<file path="config.mk">
export PLATFORM = sky130hd
export DESIGN_NAME = pipelined_addsub
export DESIGN_NICKNAME = d
export VERILOG_FILES = /design/src/rtl/pipelined_addsub.sv
export SDC_FILE = /design/constraint.sdc
export NUM_CORES = 1
export LEC_CHECK = 0
export ABC_AREA = 1
export CORE_MARGIN = 2
export CORE_UTILIZATION = 37
export DETAILED_ROUTE_END_ITERATION = 16
export SLEW_MARGIN = 15
export SYNTH_ARGS = -nofsm -noshare
export SYNTH_HDL_FRONTEND = slang
export SYNTH_SLANG_ARGS = --single-unit
</file>
<file path="constraint.sdc">
create_clock -name clk -period 3 [get_ports clk]
set_clock_uncertainty 0.2 [all_clocks]
set_input_delay 0.3 -clock clk [delete_from_list [all_inputs] [get_ports clk]]
set_output_delay 0.3 -clock clk [all_outputs]
set_load 0.005 [all_outputs]
</file>
<file path="src/rtl/pipelined_addsub.sv">
// rtl/pipelined_addsub.sv - chunked carry-pipelined add/subtract with valid/ready back-pressure
module pipelined_addsub #(
    parameter int WIDTH  = 32,
    parameter int STAGES = 4
) (
    input  logic             clk,
    input  logic             rst,
    input  logic             in_valid,
    output logic             in_ready,
    input  logic [WIDTH-1:0] a,
    input  logic [WIDTH-1:0] b,
    input  logic             cin,
    input  logic             sub,
    output logic             out_valid,
    input  logic             out_ready,
    output logic [WIDTH-1:0] sum,
    output logic             cout,
    output logic             overflow,
    output logic             zero
);
    localparam int CHUNK = WIDTH / STAGES;

    logic [STAGES-1:0] valid_q, valid_d;
    logic [STAGES-1:0] carry_q, carry_d;
    logic [STAGES-1:0] zero_q, zero_d;
    logic [STAGES-1:0] ovf_q, ovf_d;
    logic [WIDTH-1:0]  sum_q [STAGES];
    logic [WIDTH-1:0]  sum_d [STAGES];
    logic [WIDTH-1:0]  a_q [STAGES];
    logic [WIDTH-1:0]  a_d [STAGES];
    logic [WIDTH-1:0]  b_q [STAGES];
    logic [WIDTH-1:0]  b_d [STAGES];

    logic [STAGES-1:0] ready;
    logic              full;
    logic [WIDTH-1:0]  b_eff;
    logic              c0;

    logic              src_v, src_c, src_z, c_out;
    logic [WIDTH-1:0]  src_a, src_b, src_sum, nsum;
    logic [CHUNK-1:0]  part;
    int                p;

    assign b_eff    = sub ? ~b : b;
    assign c0       = sub ? 1'b1 : cin;
    assign in_ready = ready[0] && !rst;

    // A stage can take new data if the consumer pops or any stage at or after it is empty.
    always_comb begin
        full  = 1'b1;
        ready = '0;
        for (int s = STAGES - 1; s >= 0; s--) begin
            full     = full & valid_q[s];
            ready[s] = out_ready || !full;
        end
    end

    always_comb begin
        valid_d = valid_q;
        carry_d = carry_q;
        zero_d  = zero_q;
        ovf_d   = ovf_q;
        sum_d   = sum_q;
        a_d     = a_q;
        b_d     = b_q;
        src_v   = 1'b0;
        src_c   = 1'b0;
        src_z   = 1'b0;
        src_a   = '0;
        src_b   = '0;
        src_sum = '0;
        nsum    = '0;
        part    = '0;
        c_out   = 1'b0;
        p       = 0;
        for (int s = 0; s < STAGES; s++) begin
            p = (s == 0) ? 0 : s - 1;
            if (s == 0) begin
                src_v   = in_valid && in_ready;
                src_a   = a;
                src_b   = b_eff;
                src_c   = c0;
                src_z   = 1'b1;
                src_sum = '0;
            end else begin
                src_v   = valid_q[p];
                src_a   = a_q[p];
                src_b   = b_q[p];
                src_c   = carry_q[p];
                src_z   = zero_q[p];
                src_sum = sum_q[p];
            end
            {c_out, part} = {1'b0, src_a[s*CHUNK +: CHUNK]} + {1'b0, src_b[s*CHUNK +: CHUNK]}
                          + {{CHUNK{1'b0}}, src_c};
            nsum                   = src_sum;
            nsum[s*CHUNK +: CHUNK] = part;
            if (ready[s]) begin
                valid_d[s] = src_v;
            end
            if (ready[s] && src_v) begin
                sum_d[s]   = nsum;
                carry_d[s] = c_out;
                a_d[s]     = src_a;
                b_d[s]     = src_b;
                zero_d[s]  = src_z && (part == '0);
                // Carry into the MSB is recovered from a^b^sum; only meaningful in the chunk holding the MSB.
                ovf_d[s]   = src_a[WIDTH-1] ^ src_b[WIDTH-1] ^ nsum[WIDTH-1] ^ c_out;
            end
        end
    end

    always_ff @(posedge clk) begin
        if (rst) begin
            valid_q <= '0;
            carry_q <= '0;
            zero_q  <= '0;
            ovf_q   <= '0;
            for (int s = 0; s < STAGES; s++) begin
                sum_q[s] <= '0;
                a_q[s]   <= '0;
                b_q[s]   <= '0;
            end
        end else begin
            valid_q <= valid_d;
            carry_q <= carry_d;
            zero_q  <= zero_d;
            ovf_q   <= ovf_d;
            for (int s = 0; s < STAGES; s++) begin
                sum_q[s] <= sum_d[s];
                a_q[s]   <= a_d[s];
                b_q[s]   <= b_d[s];
            end
        end
    end

    assign out_valid = valid_q[STAGES-1];
    assign sum       = sum_q[STAGES-1];
    assign cout      = carry_q[STAGES-1];
    assign overflow  = ovf_q[STAGES-1];
    assign zero      = zero_q[STAGES-1];
endmodule

</file>
==> results of run 1 <==
per-layer routing:
| layer | global-route usage | vias up | wire length (um) |
|---|---|---|---|
| li1 | - | 3796 | - |
| met3 | 0.03359 | 15 | 867 |
| met2 | 0.2360 | 121 | 7854 |
| met5 | 0 | - | 0 |
| met4 | 0.04762 | 0 | 227 |
| met1 | 0.2328 | 3068 | 10070 |
layout by cell type (no fill, tap or decap), types with 17 or more instances in the layout:
cell type        netlist  routed
nor2_1               196     196
dfxtp_1              189     189
nand2_1              160     160
o21ai_0              145     145
inv_1                107     107
clkdlybuf4s50_1        0     105
a21oi_1               68      68
nand3_1               56      56
ha_1                  28      28
xnor2_1               25      25
o21ai_1               21      21
clkbuf_16              0      17
power breakdown:
part / internal [mW] / switching (mW)
Sequential: 2.66 / 0.0803
Clock: 1.23 / 0.980
Combinational: 0.342 / 0.436
logic make-up (layout without fill, tap and decap cells):
kind of cell,Yosys count,count (layout),synth area share
compound gates,254,254,0.1532
xor+xnor,35,35,0.03542
fa+ha+maj,36,36,0.05899
buf+inv,203,261,0.1086
flops,189,189,0.4372
simple gates,438,438,0.2066
flip-flops by register name, summed over array words and instances (netlist names):
register	cells
sum	32
zero_q	4
b_q	40
src_b	8
ovf_q	1
src_sum	24
src_a	8
valid_q	4
carry_q	4
sum_q	24
a_q	40
metrics by stage:
step	worst slack (ps)	cells	instance area (sq um)
final	660.3	1526	10290
after detailed placement	342.3	1495	9719
after global routing	494.7	1526	10290
after global placement	371.9	1495	9719
after floorplan	396.4	1155	8655
after CTS	656.2	1526	10290
critical path: stages (launching register included):
cell	delay (ps)
dfxtp_1	330
fa_1	490
fa_1	460
inv_1	80
nand2_1	40
nand2_1	110
nand2_1	70
nor2_1	110
nand3_1	100
nor2_1	90
nand3_1	70
a21oi_1	110
worst paths after layout:
kind | startpoint | endpoint | slack, ps
worst max register to register | carry_q[1] | zero_q[2] | 660
worst min register to register | b_q[123] | b_q[91] | 250
worst min-delay path | a[14] | a_q[110] | 220
worst max-delay path | carry_q[1] | zero_q[2] | 660
layout make-up:
| cell class | instances | area share |
|---|---|---|
| Clock buffer | 18 | 0.04170 |
| Clock inverter | 13 | 0.01386 |
| Inverter | 111 | 0.04097 |
| Multi-Input combinational cell | 763 | 0.3820 |
| Sequential cell | 189 | 0.3677 |
| Tap cell | 313 | 0.03805 |
| Timing Repair Buffer | 119 | 0.1157 |
synthesized netlist by cell type:
library cell and n:
clkbuf_2 3, nand3_1 56, clkinv_1 1, inv_2 2
a21oi_2 1, dfxtp_1 189, o21ai_0 145, a211oi_1 3
and3_1 1, nand3b_1 7, o211ai_1 10, a21oi_1 68
xor2_1 10, nor2_1 196, buf_1 2, nand4_1 14
o21ai_1 21, a31o_1 1, ha_1 28, fa_1 8
or2_2 1, buf_6 4, inv_1 107, buf_4 33
a31oi_1 2, inv_4 1, xnor2_1 25, clkbuf_1 36
nand2_1 160, o211a_1 2, buf_2 14, a21boi_0 1
nor2_2 3
==> impl_metrics.tcl, run 1 <==
set metrics [dict create \
    irDropWorstVdd_v 0.0003721 \
    grt_pass1_wl_um 31550 \
    clock.fmax_mhz 427.4 \
    cp.arrival_ps 2500 \
    ys_seq_area_frac 0.4372 \
    regArea_sq_um 3784 \
    syn_inst 1155 \
    clockRootBuffer "clkbuf_16" \
    cts_hold_buf 0 \
    post-route-period-util 0.7799 \
    avgSynthCellArea_sq_um 7.493 \
    hold_slack_ps 222.9 \
    grt_use_total 0.1597 \
    vias 7000 \
    ys_top_cells_by_area "dfxtp_1 44%, nor2_1 8.5%, o21ai_0 8.4%, nand2_1 6.9%, inv_1 4.6%" \
    cp.required_ps 3160 \
    cp-start-kind "flip-flop" \
    vias_per_cell 4.587 \
    hp-class "in2reg" \
    fp.dieH_um 156.9 \
    first_global_vias 6387 \
    ios 107 \
    multiInputGateArea_sq_um 3931 \
    grt_max_degree 171 \
    start_util 0.3800 \
    hold_viol 0 \
    fp.dieW_um 156.9 \
    yosysWarnings 0 \
    hpwl_um 13280 \
    clk_pin_slew_ps 70 \
    rows 55 \
    synth_top_cell_area_share 0.4372 \
    die-area_sq_um 24630 \
    drc_errors 0 \
    antenna_found_initial 0 \
    tns_ps 0 \
    ys_seq_elements 189 \
    min_delay_path_depth 3 \
    criticalPathCategory "reg2reg" \
    slew-limit-headroom 0.5844 \
    synth_nets 1261 \
    io_buffers 106 \
    rsz0062_at_grt "false" \
    p_per_area_nw_per_um2 556.8 \
    cts_setup_buffers 0 \
    min_period_ps 2340 \
    antenna_cells 0 \
    total_leakage_power_nw 4.573 \
    area_growth_pct 18.91 \
    crit_path_max_fanout 4 \
    nNetsFinal 1307 \
    synth_largest_area_cell "dfxtp_1" \
    syn_area_sq_um 8655 \
    core_area_sq_um 22780 \
    cts_tree "yes" \
    detail-route-antenna-nets 0 \
    clockBufferDepth 2 \
    ys_types 33 \
    fin_total_pwr_mw 5.731 \
    post-route-util 0.4518 \
    first_pass_iters 5 \
    maxSlewViolCount 0 \
    rr_worst_depth 11 \
    wl_per_cell_um 12.47 \
    post_cts_resized 0 \
    status "completed" \
    cts.sinks 189 \
    routed_wl_um 19020 \
    cap_violations 0 \
    worst_pin_slew_ps 623.4 \
    numCtsBuffers 17 \
    setup.worst_path.end_class "flip-flop" \
    drive_gt1_frac 0.04369 \
    setup_viol 0 \
    clkLatencyLatePin_ps 430 \
    htreeDepth 4 \
    grt_overflow_total 0 \
    nFillCells 2336 \
    gp_congestion 0.8237 \
    first_iter_violations 564 \
]
(Power assumes the default switching activity.)
==> inputs of run 2 (changes only) <==
==> constraint.sdc (replaced) <==
create_clock -name clk -period 2.4 [get_ports clk]
set_clock_uncertainty 0.2 [all_clocks]
set_input_delay 0.24 -clock clk [delete_from_list [all_inputs] [get_ports clk]]
set_output_delay 0.24 -clock clk [all_outputs]
set_load 0.005 [all_outputs]
==> run 2 against run 1 <==
Effect of this change: final area rose by 1.2%; hold slack got worse by 59 ps; sequential share of layout area fell by 0.41 points; wire length fell by 0.48%; first-iteration DRC count fell by 20%; setup slack got worse by 470 ps; critical path depth fell by 2; via count rose by 1.0%; clock-buffer cell count rose by 2; highest routed layer unchanged.
==> impl_metrics.tcl, run 2 (synthesis gave the netlist of run 1 again) <==
set metrics [dict create \
    crit-reg2reg-launch "carry_q[1]" \
    core_area_sq_um 22780 \
    status "completed" \
    first_global_vias 6438 \
    first_pass_iters 5 \
    cts.sinks 189 \
    post-route-util 0.4570 \
    setup_ws_ps 188.6 \
    hold_slack_ps 163.6 \
    rsz0062_at_grt "false" \
    finalInstanceArea_sq_um 10410 \
    cap_violations 0 \
    criticalPathCategory "reg2reg" \
    hpwl_um 13390 \
    use_met3 0.03221 \
    irDropWorstVdd_v 0.0003664 \
    fp.dieW_um 156.9 \
    gr-usage-met1 0.2330 \
    rows 55 \
    maxSlewViolCount 0 \
    p_int_mw 5.389 \
    setup_viol 0 \
    grt_max_degree 171 \
    numCtsBuffers 17 \
    routed_wl_um 18930 \
    regArea_sq_um 3785 \
    fp.dieH_um 156.9 \
    drive_gt1_frac 0.05474 \
    p_per_area_nw_per_um2 701.5 \
    setup.worst_path.end_class "flip-flop" \
    rrSetupSlack_ps 190 \
    grt_pass1_wl_um 31620 \
    gp_congestion 0.8449 \
    area_growth_pct 20.28 \
    cts_setup_buffers 0 \
    post-route-period-util 0.9214 \
    wl_per_cell_um 12.32 \
    pwr-share-comb 0.135 \
    switching_share 0.2620 \
    hold_viol 0 \
    start_util 0.3800 \
    total_leakage_power_nw 4.638 \
    cp-start-kind "flip-flop" \
    grt_overflow_total 0 \
    final_common_cell "nor2_1" \
    min_delay_path_depth 3 \
    clkLatencyLatePin_ps 430 \
    grt_use_total 0.1584 \
    detail-route-antenna-nets 0 \
    antenna_cells 0 \
    drc_errors 0 \
    fin_total_pwr_mw 7.302 \
    crit_path_max_fanout 3 \
    first_iter_violations 449 \
    vias 7072 \
    mostFrequentLayoutCells "195 x nor2_1, 188 x dfxtp_1, 160 x nand2_1" \
    seqPwrFrac 0.469 \
    clockPowerShare 0.395 \
    min_period_ps 2211 \
    p_switching_mw 1.913 \
    vias_per_cell 4.601 \
    nNetsFinal 1317 \
    clock.fmax_mhz 452.2 \
    nFillCells 2352 \
    clockBufferDepth 2 \
    antenna_found_initial 0 \
    rr_worst_depth 9 \
    die-area_sq_um 24630 \
    place_area_sq_um 9794 \
    hp-class "in2reg" \
    ios 107 \
    worst_pin_slew_ps 651.4 \
    slew-limit-headroom 0.5658 \
    cp.arrival_ps 2380 \
    clockRootBuffer "clkbuf_16" \
    htreeDepth 4 \
    r2r_end "zero_q[2]" \
    cp.required_ps 2560 \
    grtUsageMet2 0.2368 \
    dp_slack_ps -190.0 \
    io_buffers 106 \
    hold_path_end "a_q[111]" \
    cts_tree "yes" \
    clk_pin_slew_ps 70 \
    grt.busiest_layer "met2" \
    hold_start "a[15]" \
    multiInputGateArea_sq_um 3936 \
]
==> run 2: cell types whose count changed in the layout (fill, tap and decap cells not counted), sizes merged <==
cell	before	now
clkinvlp	2	1
buf	14	24
clkbuf	18	20
inv	114	115
clkinv	6	5
==> run 2: per-layer routing <==
layer  vias up  wire [um]
met5         -          0
met4         0        174
met3        14        638
met2       110       7889
met1      3125      10230
li1       3823          -
==> run 2: metrics by stage <==
step,cells,setup TNS (ps)
after CTS,1537,0
after global routing,1537,0
after detailed placement,1505,-401.1
after floorplan,1155,0
final,1537,0
after global placement,1505,-334.4
==> run 2: worst max-delay path by stage <==
stage | from | endpoint | slack, ps | cells after the start
floorplan | sub | zero_q[0] | 40 | 10
global placement | b[0] | zero_q[0] | -170 | 9
detailed placement | b[0] | zero_q[0] | -190 | 9
CTS | valid_q[3] | in_ready | 110 | 6
global route | carry_q[2] | ovf_q[3] | 2 | 12
finish | carry_q[1] | zero_q[2] | 190 | 9
==> run 2: critical path, stage by stage, from the launching register on <==
cell and delay, ps:
dfxtp_1 330, fa_1 500, fa_2 460, nor2_1 130, nand2_1 60, nor2_1 100, nand3_1 80, nor2_1 90
nand3_1 70, a21oi_1 120
==> run 2: power groups by stage <==
stage	registers [mW]	clock network [mW]	logic, mW
5_1_grt	3.45	3.07	1.13
4_1_cts	3.43	2.95	0.994
3_3_place_gp	3.50	0	0.982
3_5_place_dp	3.50	0	0.988
2_1_floorplan	3.47	0	0.677
6_report	3.43	2.89	0.987
==> run 2: timing repair <==
| action | CTS | global route |
|---|---|---|
| gates resized for setup | 0 | 3 |
| endpoints found under the setup margin | 0 | 4 |
| hold buffers | 0 | 0 |
==> run 2: layout make-up <==
type / instances / share of cell area
Timing Repair Buffer: 129 / 0.1216
Tap cell: 313 / 0.03762
Clock inverter: 12 / 0.01466
Sequential cell: 189 / 0.3636
Clock buffer: 20 / 0.04387
Multi-Input combinational cell: 763 / 0.3781
Inverter: 111 / 0.04050
==> inputs of run 3 (changes only) <==
--- a/config.mk
+++ b/config.mk
@@ -9,6 +9,7 @@
 export CORE_MARGIN = 2
 export CORE_UTILIZATION = 37
 export DETAILED_ROUTE_END_ITERATION = 16
+export SETUP_SLACK_MARGIN = 0.02
 export SLEW_MARGIN = 15
 export SYNTH_ARGS = -nofsm -noshare
 export SYNTH_HDL_FRONTEND = slang
==> run 3 against run 2 <==
Effect of this change: cell count did not move; combinational power barely moved; clock-buffer cell count did not move; final area barely moved; clock power barely moved; utilization barely moved; register-to-register slack improved by 20 ps; critical endpoint is now in_ready; largest cell class unchanged.
==> impl_metrics.tcl, run 3 (synthesis gave the netlist of run 1 again) <==
set metrics [dict create \
    status "completed" \
    htreeDepth 4 \
    tns_ps 0 \
    place_inst 1505 \
    wl_per_cell_um 12.35 \
    cts_setup_buffers 0 \
    rows 55 \
    hold_slack_ps 163.3 \
    first_global_vias 6438 \
    grt_pass1_wl_um 31620 \
    cp.arrival_ps 1760 \
    fp.dieW_um 156.9 \
    io_buffers 106 \
    post-route-period-util 0.9165 \
    dp_slack_ps -190.0 \
    cp-start-kind "flip-flop" \
    mostFrequentLayoutCells "195 x nor2_1, 187 x dfxtp_1, 160 x nand2_1" \
    die-area_sq_um 24630 \
    hp-class "in2reg" \
    clockRootBuffer "clkbuf_16" \
    nNetsFinal 1317 \
    final_common_cell "nor2_1" \
    drive_gt1_frac 0.05719 \
    drc_errors 0 \
    final_cells 1537 \
    hpwl_um 13390 \
    min_period_ps 2200 \
    first_iter_violations 423 \
    rsz0062_at_grt "true" \
    finalInstanceArea_sq_um 10420 \
    core_area_sq_um 22780 \
    first_pass_iters 7 \
    criticalPathCategory "reg2out" \
    post-route-util 0.4573 \
    clk_pin_slew_ps 70 \
    vias_per_cell 4.601 \
    worst_pin_slew_ps 628.5 \
    ios 107 \
    clockBufferDepth 2 \
    crit_path_max_fanout 6 \
    gp_congestion 0.8449 \
    fin_total_pwr_mw 7.305 \
    grt_use_total 0.1584 \
    setup.worst_path.end_class "output pin" \
    numCtsBuffers 17 \
    nFillCells 2351 \
    routed_wl_um 18980 \
    cap_violations 0 \
    fp.dieH_um 156.9 \
    setup_viol 0 \
    detail-route-antenna-nets 0 \
    cts_tree "yes" \
    place_area_sq_um 9794 \
    antenna_cells 0 \
    grt_overflow_total 0 \
    clkLatencyLatePin_ps 430 \
    clock.fmax_mhz 454.6 \
    total_leakage_power_nw 4.634 \
    start_util 0.3800 \
    maxSlewViolCount 0 \
    vias 7072 \
    antenna_found_initial 0 \
    cts.sinks 189 \
    setup_ws_ps 200.4 \
    cp.required_ps 1960 \
    slew-limit-headroom 0.5810 \
    area_growth_pct 20.36 \
    irDropWorstVdd_v 0.0003689 \
    grt_max_degree 171 \
    hold_viol 0 \
    p_per_area_nw_per_um2 701.3 \
]
==> run 3: timing repair <==
item                       in CTS  in global routing
hold buffers                    0                  0
resized for setup               0                  6
setup endpoints to repair       0                  4
==> run 3: final cells by class <==
| cell class | count | area [sq um] | share of cell area |
|---|---|---|---|
| clock buffers | 20 | 456.7 | 0.04384 |
| clock inverters | 12 | 152.6 | 0.01465 |
| inverters | 111 | 421.7 | 0.04048 |
| multi-input cells | 763 | 3941 | 0.3784 |
| flip-flops and latches | 189 | 3786 | 0.3635 |
| well taps | 313 | 391.6 | 0.03760 |
| repair buffers | 129 | 1266 | 0.1216 |
==> run 3: critical path, stage by stage, from the launching register on <==
cell and delay (ps):
dfxtp_2 380, nand2_1 80, nor2_2 110, nand3_1 110, nand2_1 140, inv_1 60, clkdlybuf4s50_1 440
==> run 3: final timing paths <==
path	start	end	slack, ps	cells past startpoint
worst max register to register	src_b[24]	ovf_q[3]	210	12
worst max-delay path	valid_q[3]	in_ready	200	6
worst min-delay path	a[15]	a_q[111]	160	3
worst min register to register	a_q[118]	a_q[118]	260	2
==> run 3: layer usage <==
metal | up-vias | routed length (um) | share of wire | track usage
li1 | 3819 | - | - | -
met1 | 3114 | 10210 | 0.54 | 0.2330
met2 | 125 | 7906 | 0.42 | 0.2368
met3 | 14 | 686 | 0.036 | 0.03221
met4 | 0 | 175 | 0.0092 | 0.03801
met5 | - | 0 | 0 | 0
==> run 3: power by group <==
part           internal, mW  leakage, nW  switching, mW
Clock                  1.62        0.296           1.27
Combinational         0.441         2.79          0.546
Sequential             3.33         1.55          0.100
Total                  5.39         4.63           1.91
